<file path="config.mk">
export PLATFORM = sky130hd
export DESIGN_NAME = line_buf_ctrl
export DESIGN_NICKNAME = d
export VERILOG_FILES = /design/src/rtl/line_buf_pkg.sv /design/src/rtl/line_pos_counter.sv /design/src/rtl/line_buf_ctrl.sv
export SDC_FILE = /design/constraint.sdc
export NUM_CORES = 1
export LEC_CHECK = 0
export ABC_AREA = 1
export ABC_CLOCK_PERIOD_IN_PS = 1600
export BUFFER_PORTS_ARGS = -buffer_cell sky130_fd_sc_hd__buf_2
export CAP_MARGIN = 5
export CELL_PAD_IN_SITES_DETAIL_PLACEMENT = 1
export CELL_PAD_IN_SITES_GLOBAL_PLACEMENT = 2
export CORE_UTILIZATION = 21
export DETAILED_ROUTE_END_ITERATION = 12
export PLACE_DENSITY_LB_ADDON = 0.15
export SLEW_MARGIN = 20
export SYNTH_ARGS = -nofsm -noshare
export SYNTH_HDL_FRONTEND = slang
export SYNTH_SLANG_ARGS = --single-unit
</file>
<file path="constraint.sdc">
create_clock -name clk -period 1.6 [get_ports clk]
set_input_delay 0.48 -clock clk [delete_from_list [all_inputs] [get_ports clk]]
set_output_delay 0.48 -clock clk [all_outputs]
set_load 0.01 [all_outputs]
</file>
<file path="src/rtl/line_buf_pkg.sv">
// Shared types and constants for the line-buffer sequencer.
package line_buf_pkg;

    typedef enum logic [1:0] {IDLE, FILL, RUN, DONE} state_t;

    localparam int LINE_LEN_DEF   = 73;
    localparam int FRAME_ROWS_DEF = 72;
    // Rows/cols skipped before the 3x3 neighbourhood is fully populated.
    localparam int WIN_MARGIN     = 2;

endpackage

</file>
<file path="src/rtl/line_pos_counter.sv">
// Raster column/row position counter; wraps at line end and clears after the last pixel.
module line_pos_counter #(
    parameter int LINE_LEN   = 73,
    parameter int FRAME_ROWS = 72,
    parameter int ADDR_W     = 7,
    parameter int ROW_W      = 7
) (
    input  logic              clk,
    input  logic              rst_n,
    input  logic              inc,
    input  logic              clear,
    output logic [ADDR_W-1:0] col,
    output logic [ROW_W-1:0]  row,
    output logic              col_wrap,
    output logic              last
);

    assign col_wrap = (col == ADDR_W'(LINE_LEN - 1));
    assign last     = col_wrap && (row == ROW_W'(FRAME_ROWS - 1));

    always_ff @(posedge clk) begin
        if (!rst_n || clear) begin
            col <= '0;
            row <= '0;
        end else if (inc) begin
            if (last) begin
                col <= '0;
                row <= '0;
            end else if (col_wrap) begin
                col <= '0;
                row <= row + 1'b1;
            end else begin
                col <= col + 1'b1;
            end
        end
    end

endmodule

</file>
<file path="src/rtl/line_buf_ctrl.sv">
// Write sequencer and window strobe generator for two cascaded line buffers
// feeding a 3x3 edge-detect kernel.
module line_buf_ctrl
    import line_buf_pkg::*;
#(
    parameter int LINE_LEN   = LINE_LEN_DEF,
    parameter int FRAME_ROWS = FRAME_ROWS_DEF,
    parameter int ADDR_W     = 7,
    parameter int ROW_W      = 7,
    parameter int PIX_W      = 32
) (
    input  logic              clk,
    input  logic              rst_n,
    input  logic              start,
    input  logic              pix_valid,
    input  logic [PIX_W-1:0]  pix_data,
    output logic              pix_ready,
    input  logic              win_ready,
    output logic              lb_write_en,
    output logic [ADDR_W-1:0] lb_wr_addr,
    output logic [PIX_W-1:0]  lb_wr_data,
    output logic              win_valid,
    output logic [ADDR_W-1:0] win_col,
    output logic [ROW_W-1:0]  win_row,
    output logic              win_eol,
    output logic              win_eof,
    output logic              frame_done,
    output logic              busy
);

    state_t            state;
    logic              accept;
    logic              start_frame;
    logic              col_wrap;
    logic              last;
    logic [ADDR_W-1:0] col;
    logic [ROW_W-1:0]  row;

    assign pix_ready   = ((state == FILL) || (state == RUN)) && win_ready;
    assign accept      = pix_valid && pix_ready;
    assign start_frame = start && (state == IDLE);

    assign lb_write_en = accept;
    assign lb_wr_addr  = col;
    assign lb_wr_data  = pix_data;

    line_pos_counter #(
        .LINE_LEN   (LINE_LEN),
        .FRAME_ROWS (FRAME_ROWS),
        .ADDR_W     (ADDR_W),
        .ROW_W      (ROW_W)
    ) u_pos (
        .clk      (clk),
        .rst_n    (rst_n),
        .inc      (accept),
        .clear    (start_frame),
        .col      (col),
        .row      (row),
        .col_wrap (col_wrap),
        .last     (last)
    );

    always_ff @(posedge clk) begin
        if (!rst_n) begin
            state      <= IDLE;
            busy       <= 1'b0;
            frame_done <= 1'b0;
        end else begin
            frame_done <= 1'b0;
            case (state)
                IDLE: begin
                    if (start) begin
                        state <= FILL;
                        busy  <= 1'b1;
                    end
                end
                FILL, RUN: begin
                    if (accept && last) begin
                        state      <= DONE;
                        frame_done <= 1'b1;
                    end else if (accept && col_wrap && (row == ROW_W'(WIN_MARGIN - 1))) begin
                        state <= RUN;
                    end
                end
                DONE: begin
                    state <= IDLE;
                    busy  <= 1'b0;
                end
                default: begin
                    state <= IDLE;
                    busy  <= 1'b0;
                end
            endcase
        end
    end

    // Window fields hold between accepts; only the strobe drops.
    always_ff @(posedge clk) begin
        if (!rst_n) begin
            win_valid <= 1'b0;
            win_col   <= '0;
            win_row   <= '0;
            win_eol   <= 1'b0;
            win_eof   <= 1'b0;
        end else begin
            win_valid <= accept && (row >= ROW_W'(WIN_MARGIN)) && (col >= ADDR_W'(WIN_MARGIN));
            if (accept) begin
                win_col <= col;
                win_row <= row;
                win_eol <= col_wrap;
                win_eof <= last;
            end
        end
    end

endmodule

</file>
# Word level (Yosys, flattened, before mapping)

Index checks and enable logic that the tools add are counted.

Bits in registers: 35
Bits of input ports: 37

Equality and inequality tests: 8
Muxes and demuxes: 11
$add $sub $neg: 2
Reduce and logical (&&, ||, !) cells: 20
Magnitude comparators: 2

Operator list:

| kind                                                | number |
|---|---|
| two-way mux 7 bit                                   | 4 |
| adder 7 x 1 -> 7 bit, second input constant         | 2 |
| == test 7 bit, second input constant                | 2 |
| >= comparator 7 x 2 -> 1 bit, second input constant | 2 |
| logical AND 1 bit                                   | 9 |
| AND reduction 2 bit                                 | 4 |
| == test 7 x 1 -> 1 bit, second input constant       | 1 |
| two-way mux 2 bit                                   | 3 |
| case mux 2 bit (3 select lines)                     | 1 |
| == test 2 bit, second input constant                | 2 |
| nonzero test 2 bit                                  | 2 |
| inequality test 3 bit, second input constant        | 1 |
| == test 2 x 1 -> 1 bit, second input constant       | 1 |
| logical NOT 2 bit                                   | 1 |
| logical OR 1 bit                                    | 2 |
| two-way mux 1 bit                                   | 2 |
| inequality test 2 bit, second input constant        | 1 |
| case mux 1 bit (2 select lines)                     | 1 |
| OR reduction 2 bit                                  | 1 |
| logical NOT 1 bit                                   | 1 |

# Longest topological paths before layout

Gate-level depths: netlist of run 1.

Depth after elaboration: 9
Mapped depth: 12

# Modules after synthesis

From an unflattened synthesis of run 1, not the netlist that was laid out.

Cell total of the unflattened synthesis: 264
Area total of the unflattened synthesis: 1960.6 um^2

Modules (own cells, without submodules):

| module           | times used | sequential area each (um^2) | cells an instance | area an instance (um^2) |
|---|---|---|---|---|
| line_buf_ctrl    | 1          | 420.4                       | 148               | 1153.6 |
| line_pos_counter | 1          | 280.3                       | 116               | 807.0 |

# Least setup slack after synthesis of run 1

No wires, ideal clock.

Path kind: register to output
Start: register state[0]
End: output port lb_write_en
Required time: 1.120 ns
Arrival: 1.228 ns
Path slack: -0.108 ns
Cell stages (with the launch flop): 7
Buffers on the path: 2
Path through: dfxtp_1 > inv_1 > ha_1 > nand2_2 > nor2_4 > buf_6 > buf_2

Cells in the longest elaborated chain, start to end: 4
Elaborated cells on any way between the ends: 5
Those cells by class: eq/ne (2); reduce/logical (3)

RTL lines:

| element                                                 | line                | source |
|---|---|---|
| start, declared                                         | line_buf_ctrl.sv:31 | `state_t state;` |
| start signal, assigned                                  | line_buf_ctrl.sv:65 | `state <= IDLE;` |
| start signal, assigned                                  | line_buf_ctrl.sv:73 | `state <= FILL;` |
| start signal, assigned                                  | line_buf_ctrl.sv:79 | `state <= DONE;` |
| == test 2 x 1 -> 1 bit or == test 2 bit (tied branches) | line_buf_ctrl.sv:39 | `assign pix_ready = ((state == FILL) \|\| (state == RUN)) && win_ready;` |
| logical OR 1 bit (*)                                    | line_buf_ctrl.sv:39 |  |
| logical AND 1 bit (*)                                   | line_buf_ctrl.sv:39 |  |
| logical AND 1 bit (*)                                   | line_buf_ctrl.sv:40 | `assign accept = pix_valid && pix_ready;` |
| end, declared                                           | line_buf_ctrl.sv:19 | `output logic lb_write_en,` |

Mark *: on every way between the ends. The rest lies on a longest branch, timed or not.

# Worst setup path in the final report of run 1

Start: register state[1]
End: output port lb_write_en

Same word-level chain as after synthesis.

==> results.md, run 1 <==
* # rows at 33
* Failing checks: setup timing
* Max Cap Viol at 0
* DR pass1 iterations at 4
* Fillers at between 1k and 1.5k
* Sequential cell area at 703 um^2
* CTS Buf Count at 5
* Crit end category: output port
* Kind of critical path: reg2out
* Post-synth ARST share at 0
* Syn_area_per_cell at between 7 and 8 um^2
* Status: finished with violations
* GRT Util Overall at 0.127
* Synth Area in Adders at 0.0552
* Number of global-route vias before repair at 1687
* Clock Tree Buf Depth at 2
* Die ar. at 9000 um^2
* Area of the core at 8300 um^2
* Yosys warnings at 0
* Final Routed Wirelength at 5.11 mm
* Xor/xnor share of the synthesized area at 0.0193
* Unique masters post-synth at 29
* CTS clk-pin slew, worst paths at 70 ps
* Setup Viol. Count Final at 11
* CP dominant cell by count: buf_6
* Clk sinks at 35
* Worst R2R Path Depth at 11
* Worst endpoint required time at 1120 ps
* Worst setup margin at -207 ps
* Vias per cell at 4.15
* H-Tree Depth at 2
* Post-synth EDFFs at 0
* Startpoint Class: flop
* Register area share after synthesis at 0.387
* Most frequent cell after synthesis: dfxtp_1
* Synth Area in Compound Gates at 0.122
* Nets@finish at around 320
* I/O pins at 97
* GRT overflow at 0
* Hold-critical path depth at 2
* Post-route ant nets at 0
* CP cell instances: inv_2 -> ha_4 -> nand2_4 -> nor2_4 -> buf_6 -> buf_6
* Largest family of logic cells by synthesized area: simple AND/OR/NAND/NOR gates
* Fin crit period at roughly 1800 ps
* Simple-gate share of the synthesized area at 0.225
* Peak VDD IR at 247 uV
* Worst Hold End: win_eof$_SDFFE_PN0P_
* Multi-input gate area at 852 um^2
* Starting DRT DRC Count at 19
* Slew at the pin closest to its max-slew limit at between 500 and 600 ps
* Hold WS at ~470 ps
* Die Width at 94.9 um
* Max stage delay on crit path at 340 ps
* Top-area cell type share of the netlist area at 0.387
* Top post-synthesis cells by area: dfxtp_1, buf_4, nand2_1
* PwrDens at 1100 nW/um^2
* Hold buffer count at cts at 0
* Commonest cells in the netlist: dfxtp_1, buf_4, nand2_1, nor2_1, inv_1
* Mapped Area at 1810 um^2
* Reg2Reg Launch Point: state[1]$_SDFFE_PN0P_
* Unrepaired setup endpoints after global routing: true
* First-pass GRT wire length at 8.59 mm
* Final HPWL DP at 3.93 mm
* WP data arrival at 1330 ps
* Height of the die at roughly 95 um
* DR DRC count at 0
* Crit share post-route at 1.13
* WL/cell at 13.5 um
* Setup TNS at -945 ps
* Root Buffer Master: clkbuf_8
* Buffers added on ports at 32
* Initial antenna violation count at 0
* Yosys reg bits at 35
* Rel. slew slack at 0.657
* Area Growth Syn to Fin at 29.4%
* Crit path max fanout at 2
* Worst Skew at 3.79 ps
* Critical path's slowest cell: dfxtp_2
* Layout cells sized above 1 at 0.387
* Mux contribution to synthesized area at 0
* RR Endpoint: u_pos.col[5]$_SDFFE_PP0P_
* Worst hold-check path type: reg2reg
* Fmax at 553 MHz
* CTS tree: built
* Worst setup path startpoint: state[1]$_SDFFE_PN0P_
* Fin. max-slew vios at 0
* Worst hold start: win_eof$_SDFFE_PN0P_
* Cell count after synthesis at 231
* Leakage at 1.08 nW
* Primary FF master, synth: dfxtp_1
* Area leader, netlist: dfxtp_1
* Clock insertion delay at the later pin of the skew report at 290 ps
* Pin count of the biggest net entering global routing at 16
* N_diodes at 0
* Vias at 1571
* Syn_nets at 276
* Hold Vio Cnt, Final at 0
* Final GP Congestion at approximately 0.7
* Initial core utilization at 0.218
* R2R Setup Slk at -110 ps
## logic make-up after synthesis
| family | Yosys count |
|---|---|
| simple gates | 86 |
| xor+xnor | 4 |
| flops | 35 |
| fa+ha+maj | 8 |
| buf+inv | 58 |
| compound gates | 40 |
## state kept, by name, indices dropped and copies added (netlist names)
name	cells
busy	1
frame_done	1
state	2
u_pos.col	7
u_pos.row	7
win_col	7
win_eof	1
win_eol	1
win_row	7
win_valid	1
## per-layer routing
layer,track usage,wire length [um],vias up
met4,0.0429,46,0
met1,0.158,2350,742
met3,0.0298,218,5
met2,0.214,2490,28
li1,-,-,796
met5,0,0,-
## per-stage QoR
step	cell area (um^2)	setup slack (ps)	instances	total power, mW	util
final	2340	-207	379	2.58	0.283
after global routing	2340	-274	379	2.79	0.283
after CTS	2310	-246	377	2.61	0.278
after detailed placement	2100	-89.7	365	1.77	0.253
after global placement	2100	-45.5	365	1.77	0.253
after floorplan	1830	7.97	231	1.55	-
## critical path, delay by kind of cell, from the launching register on
family                   cells  cell delay, ps
adder cells (fa/ha/maj)      1             270
buffers and inverters        3             260
flip-flops                   1             340
AND/OR/NAND/NOR              2             170
## report_power, final
part	internal, mW	total (mW)	switching (mW)	leakage [nW]
registers	0.977	1.03	0.0483	0.284
clock network	0.394	0.728	0.334	0.0515
logic	0.394	0.831	0.436	0.743
total	1.77	2.58	0.819	1.08
## final cells by class
cell class | instances | area share
tap | 105 | 0.0560
timing repair buffer | 71 | 0.201
clock buffer | 8 | 0.0427
sequential | 35 | 0.300
inverter | 22 | 0.0374
multi-input combinational | 138 | 0.363
## cell usage in the layout (no fill, tap or decap), types with 5 or more instances in the layout
cell,count
nand2_1,28
dfxtp_1,33
ha_1,7
o21ai_0,14
inv_1,18
buf_4,36
clkbuf_8,7
nand3_1,6
a21oi_1,18
nor3_1,5
buf_2,31
nor2_1,25
## how the worst max path moves through the flow
| stage | to | slack [ps] | depth (start not counted) |
|---|---|---|---|
| finish | lb_write_en | -210 | 6 |
| global route | lb_write_en | -270 | 6 |
| CTS | lb_write_en | -250 | 6 |
| detailed placement | u_pos.col[5]$_SDFFE_PP0P_ | -90 | 10 |
| global placement | lb_write_en | -50 | 6 |
| floorplan | lb_write_en | 8 | 6 |
## timing repair
item	CTS	global route
hold endpoints to repair	0	0
setup buffers	4	2
gates resized for setup	21	5
setup endpoints to repair	20	32
pin swaps	2	3
Power figures use the tool's default switching activity.
==> run 2, diff against run 1 <==
Settings changed: MAX_ROUTING_LAYER set to met4.
==> results.md, run 2 (synthesized netlist as in run 1, its figures left out) <==
* H-Tree Depth at 2
* GRT Util Overall at 0.131
* Status: finished with violations
* Commonest non-fill, non-tap cell in the layout: buf_4
* Pin count of the biggest net entering global routing at 16
* R2R Setup Slk at -110 ps
* Clock Tree Buf Depth at 2
* First-pass GRT wire length at 8.60 mm
* PwrDens at 1100 nW/um^2
* WL/cell at 13.5 um
* # rows at 33
* Fin crit period at 1810 ps
* DR pass1 iterations at 4
* I/O pins at 97
* Max Cap Viol at 0
* Final Routed Wirelength at between 5 and 6 mm
* Area of the core at 8300 um^2
* Height of the die at 94.9 um
* DR DRC count at 0
* Fin. max-slew vios at 0
* Crit end category: output port
* GRT overflow at 0
* Setup TNS at -953 ps
* Clk sinks at 35
* Starting DRT DRC Count at 19
* Setup Viol. Count Final at 11
* Post-route ant nets at 0
* Crit share post-route at 1.13
* Most frequent cells in the layout: buf_4, dfxtp_1, buf_2
* Slew at the pin closest to its max-slew limit at 510 ps
* Failing checks: setup timing
* Die ar. at 9000 um^2
* Unrepaired setup endpoints after global routing: true
* Area Growth Syn to Fin at 29.4%
* Worst hold-check path type: reg2reg
* Clock insertion delay at the later pin of the skew report at 290 ps
* Peak VDD IR at 247 uV
* Crit path max fanout at 2
* Root Buffer Master: clkbuf_8
* Nets@finish at 318
* Initial antenna violation count at 0
* CTS clk-pin slew, worst paths at 70 ps
* Die Width at 94.9 um
* Fmax at 553 MHz
* Worst setup margin at -209 ps
* WP data arrival at 1330 ps
* Worst endpoint required time at 1120 ps
* Hold Vio Cnt, Final at 0
* CTS Buf Count at 5
* Leakage at 1.08 nW
* Final GP Congestion at 0.708
* Kind of critical path: reg2out
* Number of global-route vias before repair at roughly 1.7k
* Hold buffer count at cts at 0
* Initial core utilization at 0.218
* Layout cells sized above 1 at 0.387
* N_diodes at 0
* Final HPWL DP at just under 4 mm
* Startpoint Class: flop
* Buffers added on ports at 32
* Total power draw at 2.59 mW
* Worst Skew at 2.94 ps
* Rel. slew slack at 0.657
* Vias at between 1.5k and 2k
* Vias per cell at approximately 4.2
* CTS tree: built
run 2: cell counts in the layout (fill, tap and decap cells not counted):
Identical to the previous run, type by type.
run 2: worst paths after layout:
check | from | end | depth (start not counted)
worst min register to register | win_eof$_SDFFE_PN0P_ | win_eof$_SDFFE_PN0P_ | 2
worst min-delay path | win_eof$_SDFFE_PN0P_ | win_eof$_SDFFE_PN0P_ | 2
worst max register to register | state[1]$_SDFFE_PN0P_ | u_pos.col[5]$_SDFFE_PP0P_ | 11
worst max-delay path | state[1]$_SDFFE_PN0P_ | lb_write_en | 6
run 2: timing repair:
item,in CTS,in global routing
pin swaps,2,3
endpoints found under the setup margin,20,32
resized for setup,21,5
buffers inserted,4,2
run 2: per-stage QoR:
stage	instances	worst slack [ps]	cell area, um^2	hold WS (ps)	util
2_1_floorplan	231	7.97	1830	480	-
5_1_grt	379	-274	2340	506	0.283
3_5_place_dp	365	-89.7	2100	464	0.253
3_3_place_gp	365	-45.5	2100	462	0.253
4_1_cts	377	-246	2310	476	0.278
6_report	379	-209	2340	467	0.283
run 2: critical path: stages, from the launching register on:
cell	delay, ps
dfxtp_2	340
inv_2	50
ha_4	270
nand2_4	50
nor2_4	120
buf_6	120
buf_6	90
run 2: power by group:
| part | internal, mW | switching (mW) |
|---|---|---|
| Combinational | 0.394 | 0.436 |
| Clock | 0.394 | 0.336 |
| Sequential | 0.977 | 0.0482 |
| Total | 1.77 | 0.820 |
run 2: final cells by class:
| cell class | count | area, um^2 |
|---|---|---|
| fill | 1005 | 5950 |
| sequential | 35 | 703 |
| timing repair buffer | 71 | 470 |
| tap | 105 | 131 |
| clock buffer | 8 | 100 |
| inverter | 22 | 87.6 |
| multi-input combinational | 138 | 852 |
run 2: layer usage:
layer	global-route usage	routed length (um)	up-vias
met3	0.0298	215	5
li1	-	-	796
met2	0.214	2500	28
met5	-	0	-
met4	0.0429	50	0
met1	0.158	2340	745
==> run 3, diff against run 2 <==
Settings changed: ABC_CLOCK_PERIOD_IN_PS 1600 to 1700, CORE_UTILIZATION 21 to 23, RECOVER_POWER set to 50.
Clock period 1.6 ns to 1.7 ns, I/O delays scaled along.
==> results.md, run 3 (synthesized netlist as in run 1, its figures left out) <==
* Area Growth Syn to Fin at 36.9%
* Initial antenna violation count at 0
* Most frequent cells in the layout: dfxtp_1, buf_2, buf_4
* Clock insertion delay at the later pin of the skew report at 290 ps
* Peak VDD IR at 274 uV
* RR Endpoint: u_pos.col[6]$_SDFFE_PP0P_
* DR DRC count at 0
* Initial core utilization at 0.243
* Commonest non-fill, non-tap cell in the layout: dfxtp_1
* Post-route ant nets at 0
* Crit share post-route at 1.07
* R2R Setup Slk at -90 ps
* Worst R2R Path Depth at 14
* Die Width at 90.8 um
* Die ar. at 8240 um^2
* Worst hold start: win_col[0]$_SDFFE_PN0P_
* Critical path's slowest cell: dfxtp_2
* Area of the core at 7450 um^2
* WL/cell at 14.5 um
* Vias at ~1.6k
* Sequential cell area at 703 um^2
* Hold-critical path depth at 2
* CTS Buf Count at 5
* Fmax at 547 MHz
* GRT Util Overall at 0.136
* Slew at the pin closest to its max-slew limit at 415 ps
* Final Routed Wirelength at roughly 5.3 mm
* Worst hold-check path type: reg2reg
* Final core occ at 0.333
* First-pass GRT wire length at 8.42 mm
* Rel. slew slack at 0.723
* Status: finished with violations
* Buffers added on ports at 32
* Unrepaired setup endpoints after global routing: true
* CTS tree: built
* Worst setup margin at -127 ps
* Kind of critical path: reg2out
* Max stage delay on crit path at 340 ps
* Vias per cell at 4.32
* Crit path max fanout at 3
* GRT overflow at 0
* I/O pins at 97
* Nets@finish at 314
* Max Cap Viol at 0
* DR pass1 iterations at 4
* Critical path buffer and inverter count at 3
* PwrDens at between 1000 and 1500 nW/um^2
* Failing checks: setup timing
* Pin count of the biggest net entering global routing at 16
* Clock Tree Buf Depth at 2
* Root Buffer Master: clkbuf_8
* CTS clk-pin slew, worst paths at 80 ps
* Worst endpoint required time at 1190 ps
* Startpoint Class: flop
* Fin crit period at 1830 ps
* Crit end category: output port
* Setup Viol. Count Final at 9
* Dpl cells at 345
* Finished Layout Cells at approximately 370
* # rows at 31
* Leakage at approximately 1.1 nW
* Height of the die at 90.8 um
* N_diodes at 0
* Worst Skew at between 7 and 8 ps
* Layout cells sized above 1 at 0.430
* Total power draw at 2.51 mW
* WP data arrival at 1320 ps
* Final HPWL DP at 3.77 mm
* Starting DRT DRC Count at 29
* Fin. max-slew vios at 0
* Number of global-route vias before repair at 1648
* Hold Vio Cnt, Final at 0
* Reg2Reg Launch Point: state[1]$_SDFFE_PN0P_
* Final GP Congestion at 0.694
* CP cell instances: inv_2 -> ha_4 -> nand2_4 -> nor2_4 -> buf_12 -> buf_6
* Multi-input gate area at 955 um^2
* Fillers at 916
* H-Tree Depth at 2
* Clk sinks at 35
* Setup TNS at -451 ps
* Worst Hold End: win_col[0]$_SDFFE_PN0P_
* CP top delay family: flip-flops
## run 3: worst max-delay path by stage
stage          slack [ps]                   endpoint  cells past startpoint                   from
2_1_floorplan          50                lb_write_en                      6  state[0]$_SDFFE_PN0P_
3_3_place_gp           50  u_pos.col[1]$_SDFFE_PP0P_                      9  state[1]$_SDFFE_PN0P_
3_5_place_dp          -10  u_pos.col[5]$_SDFFE_PP0P_                     10  state[1]$_SDFFE_PN0P_
4_1_cts              -170                lb_write_en                      6  state[1]$_SDFFE_PN0P_
5_1_grt              -190  u_pos.col[6]$_SDFFE_PP0P_                     14  state[1]$_SDFFE_PN0P_
6_report             -130                lb_write_en                      6  state[1]$_SDFFE_PN0P_
## run 3: repair_timing
item | in CTS | in global routing
hold buffers | 0 | 0
cloned | 1 | 1
pin swaps | 2 | 9
endpoints found under the setup margin | 3 | 21
setup buffers | 4 | 10
resized for setup | 10 | 56
## run 3: through the flow
| step | setup slack (ps) | area (um^2) | hold slack, ps |
|---|---|---|---|
| 2_1_floorplan | 52.5 | 1830 | 480 |
| 3_3_place_gp | 48.0 | 2000 | 462 |
| 3_5_place_dp | -9.90 | 2000 | 465 |
| 4_1_cts | -166 | 2170 | 477 |
| 5_1_grt | -186 | 2480 | 508 |
| 6_report | -127 | 2480 | 473 |
## run 3: cell type report
class | instances | share of cell area
clock buffer | 7 | 0.0308
clock inverter | 1 | 0.00202
inverter | 22 | 0.0373
multi-input combinational | 138 | 0.385
sequential | 35 | 0.284
tap | 99 | 0.0499
timing repair buffer | 67 | 0.211
## run 3: tightest hold or removal path: stages, from the launching register on
cell and delay, ps:
dfxtp_1 320, nand2_1 60, a21oi_1 50
## run 3: routing by layer
metal,vias up,GRT usage,part of all wire
met2,26,0.229,0.51
met5,-,-,0
met3,8,0.0328,0.033
met4,0,0.0403,0.0054
li1,792,-,-
met1,768,0.160,0.45
## run 3: where the power goes
group | switching (mW) | total (mW) | internal [mW]
combinational | 0.456 | 0.920 | 0.463
sequential | 0.0505 | 0.970 | 0.920
clock | 0.328 | 0.617 | 0.288
total | 0.835 | 2.51 | 1.67
